**src/rtl/reg_bank_pkg.sv**
```systemverilog
// Shared constants for the snapshot register bank: register offsets and STAT bit positions.
package reg_bank_pkg;

   localparam logic [3:0] OFF_DATA = 4'h0;
   localparam logic [3:0] OFF_SNAP = 4'h4;
   localparam logic [3:0] OFF_STAT = 4'h8;
   localparam logic [3:0] OFF_WCNT = 4'hC;

   localparam int unsigned SNAP_VALID = 0;
   localparam int unsigned OVERRUN    = 1;
   localparam int unsigned DIRTY      = 2;
   localparam int unsigned STAT_W     = 3;

endpackage

```
**src/rtl/reg_bank_snap_if.sv**
```systemverilog
// Register-slave port bundle: split write/read request ports, registered responses and irq.
interface reg_bank_snap_if #(
   parameter int unsigned ADDR_W = 10,
   parameter int unsigned DATA_W = 32
);
   logic                  wr_en;
   logic [ADDR_W-1:0]     waddr;
   logic [DATA_W-1:0]     wdata;
   logic [DATA_W/8-1:0]   wstrb;
   logic                  werr;
   logic                  rd_en;
   logic [ADDR_W-1:0]     raddr;
   logic [DATA_W-1:0]     rdata;
   logic                  rvalid;
   logic                  rerr;
   logic                  irq;

   modport master (
      output wr_en, waddr, wdata, wstrb, rd_en, raddr,
      input  werr, rdata, rvalid, rerr, irq
   );

   modport slave (
      input  wr_en, waddr, wdata, wstrb, rd_en, raddr,
      output werr, rdata, rvalid, rerr, irq
   );
endinterface

```
**src/rtl/reg_bank_chan.sv**
```systemverilog
// One channel: byte-writable DATA, SNAP capture, sticky STAT/dirty and, with
// REG_BANK_WCNT_EN defined, a saturating 16-bit DATA-write counter.
module reg_bank_chan
   import reg_bank_pkg::*;
#(
   parameter int unsigned         DATA_W   = 32,
   parameter logic [DATA_W-1:0]   DATA_RST = '0
) (
   input  logic                clk,
   input  logic                rst,
   input  logic                wr_data,
   input  logic                wr_snap,
   input  logic                wr_stat,
   input  logic [DATA_W-1:0]   wdata,
   input  logic [DATA_W/8-1:0] wstrb,
   output logic [DATA_W-1:0]   data,
   output logic [DATA_W-1:0]   snap,
   output logic [STAT_W-1:0]   stat
`ifdef REG_BANK_WCNT_EN
   ,
   input  logic                wr_wcnt,
   output logic [15:0]         wcnt
`endif
);

   logic [DATA_W-1:0] data_q, data_d, snap_q;
   logic              snap_valid_q, overrun_q, dirty_q;

   always_comb begin
      data_d = data_q;
      for (int unsigned b = 0; b < DATA_W / 8; b++) begin
         if (wstrb[b]) data_d[8*b +: 8] = wdata[8*b +: 8];
      end
   end

   // Write strobes are mutually exclusive (one write address per cycle).
   always_ff @(posedge clk) begin
      if (rst) begin
         data_q       <= DATA_RST;
         snap_q       <= DATA_RST;
         snap_valid_q <= 1'b0;
         overrun_q    <= 1'b0;
         dirty_q      <= 1'b0;
      end else begin
         if (wr_data) begin
            data_q  <= data_d;
            dirty_q <= 1'b1;
            if (dirty_q) overrun_q <= 1'b1;
         end
         if (wr_snap) begin
            snap_q       <= data_q;
            snap_valid_q <= 1'b1;
            dirty_q      <= 1'b0;
         end
         if (wr_stat) begin
            if (wdata[SNAP_VALID]) snap_valid_q <= 1'b0;
            if (wdata[OVERRUN])    overrun_q    <= 1'b0;
         end
      end
   end

   assign data = data_q;
   assign snap = snap_q;
   assign stat = {dirty_q, overrun_q, snap_valid_q};

`ifdef REG_BANK_WCNT_EN
   logic [15:0] wcnt_q;

   always_ff @(posedge clk) begin
      if (rst) begin
         wcnt_q <= 16'h0000;
      end else if (wr_wcnt) begin
         wcnt_q <= 16'h0000;
      end else if (wr_data && (wcnt_q != 16'hFFFF)) begin
         wcnt_q <= wcnt_q + 16'h0001;
      end
   end

   assign wcnt = wcnt_q;
`endif

endmodule

```
**src/rtl/reg_bank_snap.sv**
```systemverilog
// Multi-channel DATA/SNAP/STAT register bank: address decode, read mux, registered
// read/error response and irq. Optional WCNT registers via REG_BANK_WCNT_EN.
module reg_bank_snap
   import reg_bank_pkg::*;
#(
   parameter int unsigned         NUM_CH   = 4,
   parameter int unsigned         DATA_W   = 32,
   parameter int unsigned         ADDR_W   = 10,
   parameter logic [DATA_W-1:0]   DATA_RST = '0
) (
   input logic            clk,
   input logic            rst,
   reg_bank_snap_if.slave bus
);

   localparam int unsigned CH_W = ADDR_W - 4;

   function automatic logic addr_mapped(logic [ADDR_W-1:0] a);
      logic ok;
      ok = (32'(a[ADDR_W-1:4]) < NUM_CH) && (a[1:0] == 2'b00);
`ifndef REG_BANK_WCNT_EN
      if (a[3:0] == OFF_WCNT) ok = 1'b0;
`endif
      return ok;
   endfunction

   logic [CH_W-1:0]   wch, rch;
   logic [3:0]        woff, roff;
   logic              wmap, rmap;
   logic [NUM_CH-1:0] wr_data_s, wr_snap_s, wr_stat_s, wr_wcnt_s;
   logic [DATA_W-1:0] data_v [NUM_CH];
   logic [DATA_W-1:0] snap_v [NUM_CH];
   logic [STAT_W-1:0] stat_v [NUM_CH];
   logic [15:0]       wcnt_v [NUM_CH];
   logic [DATA_W-1:0] rd_val;
   logic              any_overrun;

   assign wch  = bus.waddr[ADDR_W-1:4];
   assign woff = bus.waddr[3:0];
   assign rch  = bus.raddr[ADDR_W-1:4];
   assign roff = bus.raddr[3:0];
   assign wmap = addr_mapped(bus.waddr);
   assign rmap = addr_mapped(bus.raddr);

   always_comb begin
      wr_data_s = '0;
      wr_snap_s = '0;
      wr_stat_s = '0;
      wr_wcnt_s = '0;
      for (int unsigned i = 0; i < NUM_CH; i++) begin
         if (bus.wr_en && wmap && (32'(wch) == i)) begin
            wr_data_s[i] = (woff == OFF_DATA);
            wr_snap_s[i] = (woff == OFF_SNAP);
            wr_stat_s[i] = (woff == OFF_STAT);
            wr_wcnt_s[i] = (woff == OFF_WCNT);
         end
      end
   end

   for (genvar g = 0; g < NUM_CH; g++) begin : g_chan
      reg_bank_chan #(
         .DATA_W   (DATA_W),
         .DATA_RST (DATA_RST)
      ) u_chan (
         .clk     (clk),
         .rst     (rst),
         .wr_data (wr_data_s[g]),
         .wr_snap (wr_snap_s[g]),
         .wr_stat (wr_stat_s[g]),
         .wdata   (bus.wdata),
         .wstrb   (bus.wstrb),
         .data    (data_v[g]),
         .snap    (snap_v[g]),
         .stat    (stat_v[g])
`ifdef REG_BANK_WCNT_EN
         ,
         .wr_wcnt (wr_wcnt_s[g]),
         .wcnt    (wcnt_v[g])
`endif
      );
`ifndef REG_BANK_WCNT_EN
      assign wcnt_v[g] = 16'h0000;
`endif
   end

   // Reads sample current register state, so a same-cycle write is not yet visible.
   always_comb begin
      rd_val      = '0;
      any_overrun = 1'b0;
      for (int unsigned i = 0; i < NUM_CH; i++) begin
         any_overrun = any_overrun | stat_v[i][OVERRUN];
         if (32'(rch) == i) begin
            case (roff)
               OFF_DATA: rd_val = data_v[i];
               OFF_SNAP: rd_val = snap_v[i];
               OFF_STAT: rd_val = DATA_W'(stat_v[i]);
               OFF_WCNT: rd_val = DATA_W'(wcnt_v[i]);
               default:  rd_val = '0;
            endcase
         end
      end
   end

   always_ff @(posedge clk) begin
      if (rst) begin
         bus.rdata  <= '0;
         bus.rvalid <= 1'b0;
         bus.rerr   <= 1'b0;
         bus.werr   <= 1'b0;
         bus.irq    <= 1'b0;
      end else begin
         bus.rvalid <= bus.rd_en;
         bus.rerr   <= bus.rd_en && !rmap;
         bus.rdata  <= (bus.rd_en && rmap) ? rd_val : '0;
         bus.werr   <= bus.wr_en && !wmap;
         bus.irq    <= any_overrun;
      end
   end

endmodule

```
**src/flat_wrapper.sv**
```systemverilog
// flat-port wrapper written by rule: the top's interface ports become plain ports
module reg_bank_snap_flat import reg_bank_pkg::*;
#(
   parameter int unsigned         NUM_CH   = 4,
   parameter int unsigned         DATA_W   = 32,
   parameter int unsigned         ADDR_W   = 10,
   parameter logic [DATA_W-1:0]   DATA_RST = '0
)
  (clk, rst, bus_wr_en, bus_waddr, bus_wdata, bus_wstrb, bus_rd_en, bus_raddr, bus_werr, bus_rdata, bus_rvalid, bus_rerr, bus_irq);
  reg_bank_snap_if #(.ADDR_W(ADDR_W), .DATA_W(DATA_W)) bus_i ();
  input logic clk;
  input logic rst;
  input wire logic [$bits(bus_i.wr_en)-1:0] bus_wr_en;
  input wire logic [$bits(bus_i.waddr)-1:0] bus_waddr;
  input wire logic [$bits(bus_i.wdata)-1:0] bus_wdata;
  input wire logic [$bits(bus_i.wstrb)-1:0] bus_wstrb;
  input wire logic [$bits(bus_i.rd_en)-1:0] bus_rd_en;
  input wire logic [$bits(bus_i.raddr)-1:0] bus_raddr;
  output wire logic [$bits(bus_i.werr)-1:0] bus_werr;
  output wire logic [$bits(bus_i.rdata)-1:0] bus_rdata;
  output wire logic [$bits(bus_i.rvalid)-1:0] bus_rvalid;
  output wire logic [$bits(bus_i.rerr)-1:0] bus_rerr;
  output wire logic [$bits(bus_i.irq)-1:0] bus_irq;
  assign bus_i.wr_en = bus_wr_en;
  assign bus_i.waddr = bus_waddr;
  assign bus_i.wdata = bus_wdata;
  assign bus_i.wstrb = bus_wstrb;
  assign bus_i.rd_en = bus_rd_en;
  assign bus_i.raddr = bus_raddr;
  assign bus_werr = bus_i.werr;
  assign bus_rdata = bus_i.rdata;
  assign bus_rvalid = bus_i.rvalid;
  assign bus_rerr = bus_i.rerr;
  assign bus_irq = bus_i.irq;
  reg_bank_snap #(.NUM_CH(NUM_CH), .DATA_W(DATA_W), .ADDR_W(ADDR_W), .DATA_RST(DATA_RST)) u_core (.clk(clk), .rst(rst), .bus(bus_i));
endmodule
```
**config.mk**
```make
export PLATFORM = sky130hd
export DESIGN_NAME = reg_bank_snap_flat
export DESIGN_NICKNAME = d
export VERILOG_FILES = /design/src/rtl/reg_bank_pkg.sv /design/src/rtl/reg_bank_snap_if.sv /design/src/rtl/reg_bank_chan.sv /design/src/rtl/reg_bank_snap.sv /design/src/flat_wrapper.sv
export SDC_FILE = /design/constraint.sdc
export NUM_CORES = 1
export LEC_CHECK = 0
export CAP_MARGIN = 20
export CELL_PAD_IN_SITES_DETAIL_PLACEMENT = 1
export CELL_PAD_IN_SITES_GLOBAL_PLACEMENT = 1
export CORE_UTILIZATION = 50
export DETAILED_ROUTE_END_ITERATION = 10
export PLACE_DENSITY = 0.88
export SLEW_MARGIN = 20
export SYNTH_ARGS = -nofsm -noshare
export SYNTH_HDL_FRONTEND = slang
export SYNTH_HIERARCHICAL = 1
export SYNTH_SLANG_ARGS = --single-unit
```
**constraint.sdc**
```tcl
create_clock -name clk -period 3.55 [get_ports clk]
set_input_delay 0.355 -clock clk [delete_from_list [all_inputs] [get_ports clk]]
set_output_delay 0.355 -clock clk [all_outputs]
set_load 0.01 [all_outputs]
```
==> results.cfg <==
[worst_setup_path]
critPathRequiredTime_ns = 3.89
crit_path_end_kind = register
r2r_start = u_core/g_chan[0].u_chan/data[1]
r2r_setup_slack_ns = 2.14
cp_max_fo = 34
cp.arrival_ns = 3.07
path_class = primary input to register
r2r_cells = 4
start_kind = primary input
setup.worst_path.start = bus_waddr[9]
r2r-end = u_core/bus.rdata[1]

[timing]
finalCritPeriodShare_pct = 76.7
tightest_slew_ns = 0.933
maxSlewViolCount = 0
finalSetupTns_ns = 0
period_needed_ns = 2.72
fin_skew_ns = 0.0157
finalHoldViolCount = 0
finalSetupViolCount = 0
setup_ws_ns = 0.827
rsz0062_at_grt = no
max_slew_margin_pct = 37.8
max_clock_freq_ghz = 0.367

[clock_network]
post-cts-setup-buffer-count = 0
clk_pin_slew_worst_paths_ns = 0.06
cts_made_buffers = 34
postCtsResizedCells = 0
cts_tree = built
htreeDepth = 2
cts_hold_buf = 0
clock-sinks = 304
cts-root-buf = clkbuf_16
cts_max_path_buffers = 3
insertion_delay_ns = 0.52

[final_layout]
fin_nets = 1490
drive_gt1_share_pct = 18.9
final_common_cell = dfxtp_1
final_cell_mix = dfxtp_1, nor2_1, mux2i_1, nand3_1, a21oi_1
area_delta_synth_final_pct = 12.6
antenna_cells = 0

[synthesis]
synth_cell_types = 43
synthCells = 1428
synthFlopType = dfxtp_1
synth-edff-count = 0
ys_async_sr_fraction_pct = 0
yosysTopAreaCellShare_pct = 42.6
yosysWarnings = 6
yosysSeqAreaShare_pct = 42.6
yosysTopAreaCell = dfxtp_1
syn_area_um2 = 14300
ys_ff_latch = 304
synth_nets = 1488
syn_area_per_cell_um2 = 10.0
ys_top_cells_by_area = dfxtp_1, mux2i_1, a21bo_2

[pwr]
powerDensity_nw_per_um2 = 445
p_total_mw = 7.16
power_leakage_nw = 5.30
ir_drop_mv = 0.307

[route]
wl_per_cell_um = 24.1
dr_total_vias = 11400
vias_per_cell = 6.20
routed_wl_um = 44100
detail-route-antenna-nets = 0
firstDrtPassIters = 6
post-route-drc-count = 0
dr.first_iter.drc_count = 919

[global_route]
use_met3_pct = 5.23
grtUsageTotal_pct = 30.4
grtUsageMet2_pct = 52.5
grt_pass1_vias = 12300
met1_usage_pct = 36.6
grt_overflow = 0
grt_pass1_wl_um = 69100
antenna_found_initial = 0
grt_max_degree = 177
grt.busiest_layer = met2

[die]
rows = 61
coreArea_um2 = 27900
fp.dieW_um = 171
start_util_pct = 51.1
ios = 96
die_h_um = 171
dieArea_um2 = 29200

[placement]
dp_hpwl_um = 24000
port_buffers = 95
gp_congestion = 0.776
pre_cts_slack_ns = 0.443

[job]
maxCapViolations = 0

[worst_hold_path]
min_from = rst
worst_hold_path.endpoint = u_core/g_chan[1].u_chan/snap[0]
hold_class = primary input to register
min_path_cells = 2

[outcome]
status = finished, final reports clean
## how the worst max path moves through the flow
stage                                   endpoint  slack, ns  depth (start not counted)
6_report        u_core/g_chan[2].u_chan/snap[20]       0.83                          8
3_3_place_gp    u_core/g_chan[3].u_chan/snap[28]       0.52                          8
2_1_floorplan  u_core/g_chan[1].u_chan/overrun_q       1.18                          8
4_1_cts         u_core/g_chan[2].u_chan/snap[20]       0.85                          8
5_1_grt         u_core/g_chan[3].u_chan/snap[11]       0.72                          8
3_5_place_dp    u_core/g_chan[2].u_chan/snap[31]       0.44                          8
## Yosys cell counts (29+ instances only)
cell,number
a21bo_1,40
a21bo_2,88
a21oi_1,127
buf_2,54
buf_4,34
buf_6,38
dfxtp_1,304
mux2_2,35
mux2i_1,163
mux4_2,29
nand2_1,66
nand3_1,128
nor2_1,177
o21ai_0,29
## stage by stage
| step | hold WS [ns] | cell area [um2] | instances | util [%] |
|---|---|---|---|---|
| after floorplan | 0.427 | 14300 | 1428 | - |
| after global placement | 0.466 | 15000 | 1772 | 53.8 |
| after detailed placement | 0.481 | 15000 | 1772 | 53.8 |
| after CTS | 0.432 | 16100 | 1832 | 57.5 |
| after global routing | 0.484 | 16100 | 1832 | 57.6 |
| final | 0.423 | 16100 | 1832 | 57.6 |
## layer usage
layer	up-vias	wire, um
li1	5077	-
met1	5713	18100
met2	434	21700
met3	139	2470
met4	0	1820
met5	-	0
## power by group
part	switching, mW	internal (mW)	total, mW
registers	0.00106	3.41	3.41
logic	0.241	0.111	0.352
clock network	1.43	1.96	3.40
## flip-flops by register name (all words and copies together), names as in the netlist
| register | flops |
|---|---|
| u_core/bus.werr | 1 |
| u_core/g_chan.u_chan/overrun_q | 4 |
| u_core/g_chan.u_chan/data | 128 |
| u_core/bus.rerr | 1 |
| u_core/bus.irq | 1 |
| u_core/g_chan.u_chan/snap | 128 |
| u_core/g_chan.u_chan/dirty_q | 4 |
| u_core/g_chan.u_chan/snap_valid_q | 4 |
| u_core/bus.rdata | 32 |
| u_core/bus.rvalid | 1 |
## layout make-up
| type | count | area (um2) |
|---|---|---|
| timing repair buffer | 120 | 1250 |
| multi-input combinational | 970 | 7210 |
| tap | 378 | 473 |
| clock buffer | 51 | 1010 |
| fill | 3054 | 11900 |
| clock inverter | 9 | 52.6 |
| sequential | 304 | 6090 |
## logic make-up after synthesis
group | count (synthesis) | synth area share [%]
mux | 227 | 18.8
buf+inv | 154 | 7.41
flops | 304 | 42.6
compound gates | 346 | 19.0
simple gates | 397 | 12.2
## worst max-delay path: stages
cell and delay (ns):
clkdlybuf4s50_1 0.39, or4_1 0.57, a2111oi_4 0.44, nand4b_1 0.36, nor2_4 0.22, buf_12 0.31
mux2i_1 0.30, nor2_1 0.11
No activity file was read; power rests on OpenSTA's default activity.
